==> src/rtl/osiris_imm_pkg.sv <==
// Shared immediate-type definitions for the ID-stage extension logic and the
// immediate packing unit.
//   imm_src_t       : 3-bit immediate type selector (101-111 are illegal)
//   I_TYPE..U_TYPE  : immediate type encodings
//   FIELD_W         : width of the instr[31:7] field
//   skid_state_t    : occupancy states of the packing unit's output buffer
package osiris_imm_pkg;

    localparam int INSTR_W = 32;
    localparam int FIELD_W = INSTR_W - 7;

    typedef logic [2:0] imm_src_t;

    localparam imm_src_t I_TYPE = 3'b000;
    localparam imm_src_t S_TYPE = 3'b001;
    localparam imm_src_t B_TYPE = 3'b010;
    localparam imm_src_t J_TYPE = 3'b011;
    localparam imm_src_t U_TYPE = 3'b100;

    typedef enum logic [1:0] {
        SKID_EMPTY = 2'd0,
        SKID_ONE   = 2'd1,
        SKID_TWO   = 2'd2
    } skid_state_t;

endpackage

==> src/rtl/imm_pack_comb.sv <==
// Combinational immediate packer: scatters a 32-bit immediate into the
// instr[31:7] field for the given type, keeping all non-immediate bits from
// base_field, and flags immediates that are out of range or misaligned.
// Out-of-range immediates are still packed (truncated); only err is raised.
//   imm        : immediate to encode
//   imm_src    : immediate type
//   base_field : instr[31:7] skeleton (rd, rs1, rs2, funct3)
//   field      : packed instr[31:7]
//   err        : immediate not representable, or illegal type
import osiris_imm_pkg::*;

module imm_pack_comb #(
    parameter int WIDTH = 32
) (
    input  logic [WIDTH-1:0] imm,
    input  imm_src_t         imm_src,
    input  logic [WIDTH-8:0] base_field,
    output logic [WIDTH-8:0] field,
    output logic             err
);

    // Range checks: the bits above the top encoded bit must be a pure sign
    // extension of it.
    logic sext_bad_11;
    logic sext_bad_12;
    logic sext_bad_20;

    assign sext_bad_11 = (imm[31:11] != '0) && (imm[31:11] != '1);
    assign sext_bad_12 = (imm[31:12] != '0) && (imm[31:12] != '1);
    assign sext_bad_20 = (imm[31:20] != '0) && (imm[31:20] != '1);

    always_comb begin
        field = base_field;
        err   = 1'b0;
        case (imm_src)
            I_TYPE: begin
                field[24:13] = imm[11:0];
                err          = sext_bad_11;
            end
            S_TYPE: begin
                field[24:18] = imm[11:5];
                field[4:0]   = imm[4:0];
                err          = sext_bad_11;
            end
            B_TYPE: begin
                field[24]    = imm[12];
                field[23:18] = imm[10:5];
                field[4:1]   = imm[4:1];
                field[0]     = imm[11];
                err          = sext_bad_12 | imm[0];
            end
            J_TYPE: begin
                field[24]    = imm[20];
                field[23:14] = imm[10:1];
                field[13]    = imm[11];
                field[12:5]  = imm[19:12];
                err          = sext_bad_20 | imm[0];
            end
            U_TYPE: begin
                field[24:5]  = imm[31:12];
                err          = (imm[11:0] != '0);
            end
            default: begin
                err          = 1'b1;
            end
        endcase
    end

endmodule

==> src/rtl/imm_pack_unit.sv <==
// Streaming immediate packing unit. Requests are packed combinationally and
// captured into a registered output stage backed by one skid entry, so the
// block keeps 1-cycle latency while absorbing one beat of consumer stall.
// Erroneous requests set a sticky flag and bump a saturating counter.
// Optional build macro IMM_PACK_ROUNDTRIP_CHECK_EN: unpacks the output entry
// with the ID-stage extension rules and flags any disagreement with the
// original immediate on o_rt_mismatch (plus an assertion).
//   i_clk, i_rst_n                  : clock, async active-low reset
//   i_valid/o_ready                 : request handshake (o_ready registered)
//   i_imm, i_imm_src, i_base_field  : request payload
//   o_valid/i_ready                 : result handshake
//   o_imm_field, o_err              : result payload
//   o_err_sticky, o_err_cnt         : error bookkeeping, cleared by i_clr_err
//   o_rt_mismatch                   : round-trip mismatch (optional build only)
//
// state      | meaning
// SKID_EMPTY | output stage empty, o_valid=0
// SKID_ONE   | output stage holds an entry, skid entry empty
// SKID_TWO   | both entries full, o_ready=0
import osiris_imm_pkg::*;

module imm_pack_unit #(
    parameter int WIDTH     = 32,
    parameter int ERR_CNT_W = 16
) (
    input  logic                 i_clk,
    input  logic                 i_rst_n,
    input  logic                 i_valid,
    output logic                 o_ready,
    input  logic [WIDTH-1:0]     i_imm,
    input  logic [2:0]           i_imm_src,
    input  logic [WIDTH-8:0]     i_base_field,
    output logic                 o_valid,
    input  logic                 i_ready,
    output logic [WIDTH-8:0]     o_imm_field,
    output logic                 o_err,
    output logic                 o_err_sticky,
    input  logic                 i_clr_err,
    output logic [ERR_CNT_W-1:0] o_err_cnt
`ifdef IMM_PACK_ROUNDTRIP_CHECK_EN
    ,
    output logic                 o_rt_mismatch
`endif
);

    skid_state_t          state_q, state_d;
    logic                 ready_q;
    logic [WIDTH-8:0]     out_field_q, skid_field_q;
    logic                 out_err_q, skid_err_q;
    logic [WIDTH-8:0]     new_field;
    logic                 new_err;
    logic                 accept, drain;
    logic                 load_out_new, load_out_skid, load_skid;
    logic                 err_sticky_q;
    logic [ERR_CNT_W-1:0] err_cnt_q;

    imm_pack_comb #(.WIDTH(WIDTH)) u_pack (
        .imm        (i_imm),
        .imm_src    (i_imm_src),
        .base_field (i_base_field),
        .field      (new_field),
        .err        (new_err)
    );

    assign accept = i_valid & ready_q;
    assign drain  = (state_q != SKID_EMPTY) & i_ready;

    always_comb begin
        state_d       = state_q;
        load_out_new  = 1'b0;
        load_out_skid = 1'b0;
        load_skid     = 1'b0;
        case (state_q)
            SKID_EMPTY: begin
                if (accept) begin
                    load_out_new = 1'b1;
                    state_d      = SKID_ONE;
                end
            end
            SKID_ONE: begin
                if (accept && drain) begin
                    load_out_new = 1'b1;
                end else if (accept) begin
                    load_skid    = 1'b1;
                    state_d      = SKID_TWO;
                end else if (drain) begin
                    state_d      = SKID_EMPTY;
                end
            end
            SKID_TWO: begin
                if (drain) begin
                    load_out_skid = 1'b1;
                    state_d       = SKID_ONE;
                end
            end
            default: begin
                state_d = SKID_EMPTY;
            end
        endcase
    end

    always_ff @(posedge i_clk or negedge i_rst_n) begin
        if (!i_rst_n) begin
            state_q <= SKID_EMPTY;
            ready_q <= 1'b1;
        end else begin
            state_q <= state_d;
            ready_q <= (state_d != SKID_TWO);
        end
    end

    always_ff @(posedge i_clk or negedge i_rst_n) begin
        if (!i_rst_n) begin
            out_field_q  <= '0;
            out_err_q    <= 1'b0;
            skid_field_q <= '0;
            skid_err_q   <= 1'b0;
        end else begin
            if (load_out_new) begin
                out_field_q <= new_field;
                out_err_q   <= new_err;
            end else if (load_out_skid) begin
                out_field_q <= skid_field_q;
                out_err_q   <= skid_err_q;
            end
            if (load_skid) begin
                skid_field_q <= new_field;
                skid_err_q   <= new_err;
            end
        end
    end

    // Clear has priority over a same-cycle erroneous accept.
    always_ff @(posedge i_clk or negedge i_rst_n) begin
        if (!i_rst_n) begin
            err_sticky_q <= 1'b0;
            err_cnt_q    <= '0;
        end else if (i_clr_err) begin
            err_sticky_q <= 1'b0;
            err_cnt_q    <= '0;
        end else if (accept && new_err) begin
            err_sticky_q <= 1'b1;
            if (err_cnt_q != '1) begin
                err_cnt_q <= err_cnt_q + 1'b1;
            end
        end
    end

    assign o_ready      = ready_q;
    assign o_valid      = (state_q != SKID_EMPTY);
    assign o_imm_field  = out_field_q;
    assign o_err        = out_err_q;
    assign o_err_sticky = err_sticky_q;
    assign o_err_cnt    = err_cnt_q;

`ifdef IMM_PACK_ROUNDTRIP_CHECK_EN
    logic [WIDTH-1:0] out_imm_q, skid_imm_q;
    imm_src_t         out_src_q, skid_src_q;
    logic [WIDTH-1:0] rt_imm;
    logic             rt_bad;
    logic             rt_mismatch_q;

    always_ff @(posedge i_clk or negedge i_rst_n) begin
        if (!i_rst_n) begin
            out_imm_q  <= '0;
            out_src_q  <= I_TYPE;
            skid_imm_q <= '0;
            skid_src_q <= I_TYPE;
        end else begin
            if (load_out_new) begin
                out_imm_q <= i_imm;
                out_src_q <= i_imm_src;
            end else if (load_out_skid) begin
                out_imm_q <= skid_imm_q;
                out_src_q <= skid_src_q;
            end
            if (load_skid) begin
                skid_imm_q <= i_imm;
                skid_src_q <= i_imm_src;
            end
        end
    end

    // Same reconstruction the ID stage performs on the finished instruction.
    always_comb begin
        rt_imm = '0;
        case (out_src_q)
            I_TYPE: rt_imm = {{(WIDTH-12){out_field_q[24]}}, out_field_q[24:13]};
            S_TYPE: rt_imm = {{(WIDTH-12){out_field_q[24]}}, out_field_q[24:18],
                              out_field_q[4:0]};
            B_TYPE: rt_imm = {{(WIDTH-13){out_field_q[24]}}, out_field_q[24],
                              out_field_q[0], out_field_q[23:18], out_field_q[4:1], 1'b0};
            J_TYPE: rt_imm = {{(WIDTH-21){out_field_q[24]}}, out_field_q[24],
                              out_field_q[12:5], out_field_q[13], out_field_q[23:14], 1'b0};
            U_TYPE: rt_imm = {out_field_q[24:5], 12'b0};
            default: rt_imm = out_imm_q;
        endcase
    end

    assign rt_bad = o_valid && !out_err_q && (rt_imm != out_imm_q);

    always_ff @(posedge i_clk or negedge i_rst_n) begin
        if (!i_rst_n) begin
            rt_mismatch_q <= 1'b0;
        end else if (i_clr_err) begin
            rt_mismatch_q <= 1'b0;
        end else if (rt_bad) begin
            rt_mismatch_q <= 1'b1;
        end
    end

    assign o_rt_mismatch = rt_mismatch_q;

    a_roundtrip: assert property (@(posedge i_clk) disable iff (!i_rst_n) !rt_bad);
`endif

endmodule

==> config.mk <==
export PLATFORM = sky130hd
export DESIGN_NAME = imm_pack_unit
export DESIGN_NICKNAME = d
export VERILOG_FILES = /design/src/rtl/osiris_imm_pkg.sv /design/src/rtl/imm_pack_comb.sv /design/src/rtl/imm_pack_unit.sv
export SDC_FILE = /design/constraint.sdc
export NUM_CORES = 1
export LEC_CHECK = 0
export CAP_MARGIN = 30
export CORE_MARGIN = 2
export CORE_UTILIZATION = 43
export DETAILED_ROUTE_END_ITERATION = 6
export PLACE_DENSITY = 0.72
export SYNTH_ARGS = -nofsm -noshare
export SYNTH_HDL_FRONTEND = slang
export SYNTH_HIERARCHICAL = 1
export SYNTH_SLANG_ARGS = --single-unit
export TNS_END_PERCENT = 20
==> constraint.sdc <==
create_clock -name i_clk -period 4.19 [get_ports i_clk]
set_input_delay 0.838 -clock i_clk [delete_from_list [all_inputs] [get_ports i_clk]]
set_output_delay 0.838 -clock i_clk [all_outputs]
set_load 0.005 [all_outputs]
==> flow_summary.yaml <==
run_status:
  status: "complete, no violations"
die:
  die_w_um: 101.2
  ios: 110
  die_h_um: 101.2
  initial_utilization_pct: 44.20
  fp.coreArea_sq_um: 9196
  rows: 35
  dieArea_sq_um: 10250
clock_tree:
  postCtsHoldBufs: 0
  ctsHtreeMaxLevel: 3
  cts_resized: 0
  postCtsSetupBuffers: 0
  cts_buffers: 9
  clock_path_buffers: 2
  clk_pin_slew_worst_paths_ns: 0.08
  clock_latency_ns: 0.34
  root_buffer: "clkbuf_8"
  clkSinkCount: 72
  cts_tree: "yes"
drt:
  drc_errors: 0
  antenna_left: 0
  drt_first_iter_violations: 309
  drt_pass1_iterations: 4
  wl_per_cell_um: 17.55
  wl_mm: 10.80
  routed_via_density: 5.912
  via_count: 3636
logic_synthesis:
  synth_area_sq_um: 4065
  yosysWarnings: 6
  ys_ff_latch: 72
  synth_ff_type: "dfrtp_1"
  syn_nets: 455
  synth_cell_type_count: 55
  synth_edf_count: 0
  synthCells: 389
  syn_area_per_cell_sq_um: 10.45
  ys_seq_area_share_pct: 44.35
  async_reset_ff_share_pct: 100.0
sta:
  final_hold_viol_count: 0
  max_freq_ghz: 0.2880
  whs_ns: 0.4774
  skew_ns: 0.007682
  slew_headroom_pct: 53.25
  finalSetupViolCount: 0
  post-route-period-util_pct: 82.88
  fin_setup_tns_ns: 0
  tightest_slew_ns: 0.6990
  period_needed_ns: 3.473
  rsz0062_at_grt: "no"
  maxSlewViolCount: 0
grt:
  antenna_found_initial: 0
  track_usage_pct: 22.00
  grt_pass1_wl_mm: 17.81
  grt_max_degree: 73
  overflow: 0
  grt_pass1_vias: 3618
worst_setup_path:
  critical_path_class: "input port to flip-flop"
  cp_data_required_time_ns: 4.42
  cp_max_fo: 11
  worst_setup_path_start_kind: "input port"
  critPathLaunch: "i_imm_src[0]"
  r2r-start: "o_ready$_DFF_PN1_"
  setup.worst_path.end_class: "flip-flop"
  cp.arrival_ns: 3.70
worst_hold_path:
  hold_class: "flip-flop to flip-flop"
  hold_start: "o_imm_field[20]$_DFFE_PN0P_"
pwr:
  powerDensity_nw_per_um2: 471.1
  ir_drop_mv: 0.2586
  leakage_nw: 2.323
cells_and_area:
  layout-drive-gt1-share_pct: 13.69
  area_growth_pct: 35.55
  final_nets: 565
  antenna_cells: 0
  fillCellCount: 792
placement:
  hpwlAfterDp_mm: 8.050
  port_buffers: 109
  gp_congestion: 0.8798
flow_run:
  drv_cap: 0
[worst max-delay path, stage by stage]
cell             delay [ns]
clkdlybuf4s50_1        0.74
nor4_1                 0.12
nand4_1                0.13
o41ai_1                0.09
a311oi_1               0.58
a31oi_1                0.29
nand4b_4               0.28
a211oi_1               0.28
mux2_1                 0.36
[metal layers]
layer	track usage [%]	vias to the layer above	routed length, um
met1	29.15	1804	4820
met3	4.348	12	613
li1	-	1701	-
met5	0	-	0
met4	8.108	0	160
met2	35.91	119	5201
[cells by family (layout without fill, tap and decap cells)]
| family | after synthesis | after routing | share of synthesized area [%] |
|---|---|---|---|
| XOR/XNOR | 1 | 1 | 0.2155 |
| multiplexers | 52 | 52 | 14.13 |
| AND/OR/NAND/NOR | 123 | 123 | 17.85 |
| adder cells (fa/ha/maj) | 1 | 1 | 0.3077 |
| buffers and inverters | 25 | 140 | 2.955 |
| flip-flops | 72 | 72 | 44.35 |
| AO/OA/AOI/OAI | 115 | 115 | 20.19 |
[layout make-up]
cell class	instances	area, sq um	area share [%]
Clock buffer	10	137.6	2.498
Clock inverter	6	67.56	1.226
Inverter	5	18.77	0.3406
Multi-Input combinational cell	292	2153	39.08
Sequential cell	72	1803	32.72
Tap cell	111	138.9	2.520
Timing Repair Buffer	119	1191	21.62
[cell usage after synthesis, types with 6 or more instances]
cell / instances / share of area (%)
dfrtp_1: 71 / 44
nor4_1: 7 / 1.1
nor2_1: 31 / 2.9
mux2i_1: 9 / 2.2
buf_2: 8 / 0.98
a21oi_1: 27 / 3.3
mux2_2: 22 / 6.1
or4_1: 6 / 1.1
nor2b_1: 10 / 1.5
nor3_1: 8 / 0.98
mux2_1: 21 / 5.8
o21ai_0: 10 / 1.2
nand2_1: 12 / 1.1
nand3_1: 9 / 1.1
o31ai_1: 9 / 1.7
a22o_1: 26 / 5.6
nand4_1: 10 / 1.5
a21o_1: 26 / 4.8
clkbuf_1: 8 / 0.74
[cell usage in the layout, fill, tap and decap left out, types with 8 or more instances in the layout]
cell             netlist  routed
nand3_1                9       9
clkdlybuf4s50_1        0     108
buf_4                  2       9
dfrtp_1               71      71
a21oi_1               27      27
nor2_1                31      29
o31ai_1                9       9
nor2b_1               10      10
a21o_1                26      26
nor3_1                 8       8
a22o_1                26      26
o21ai_0               10      10
mux2_1                21      21
mux2i_1                9       9
nand4_1               10      10
clkbuf_8               0      10
mux2_2                22      22
nand2_1               12      12
[stage by stage]
step / util (%) / area (sq um) / std cells / worst slack (ns) / power (W)
floorplan: - / 4065 / 389 / 1.301 / 0.001552
global placement: 57.22 / 5263 / 597 / 0.5413 / 0.002006
detailed placement: 57.39 / 5278 / 598 / 0.4063 / 0.002047
CTS: 59.62 / 5483 / 614 / 0.7441 / 0.002616
global route: 59.92 / 5510 / 615 / 0.4816 / 0.002762
finish: 59.92 / 5510 / 615 / 0.7173 / 0.002596
[where the power goes]
part | leakage (nW) | switching (W) | internal, W
clock | 0.0989 | 0.000272 | 0.000293
sequential | 0.892 | 0.000154 | 0.000958
combinational | 1.33 | 0.000345 | 0.000574
[worst paths after layout]
kind	end	cells after the start	slack (ns)
hold / removal	o_imm_field[20]$_DFFE_PN0P_	1	0.48
max in group asynchronous	o_ready$_DFF_PN1_	2	3.37
setup reg to reg	skid_field_q[2]$_DFFE_PN0P_	5	2.08
setup / recovery	o_err_cnt[7]$_DFFE_PN0P_	9	0.72
min in group asynchronous	o_err_cnt[15]$_DFFE_PN0P_	2	0.50
hold reg to reg	o_imm_field[20]$_DFFE_PN0P_	1	0.48
[state kept, by name, summed over array words and instances, names as in the netlist]
| name | flops |
|---|---|
| o_err_sticky | 1 |
| state_q | 2 |
| o_ready | 1 |
| o_err_cnt | 16 |
| skid_field_q | 25 |
| o_err | 1 |
| o_imm_field | 25 |
| skid_err_q | 1 |
(Power assumes the default switching activity.)
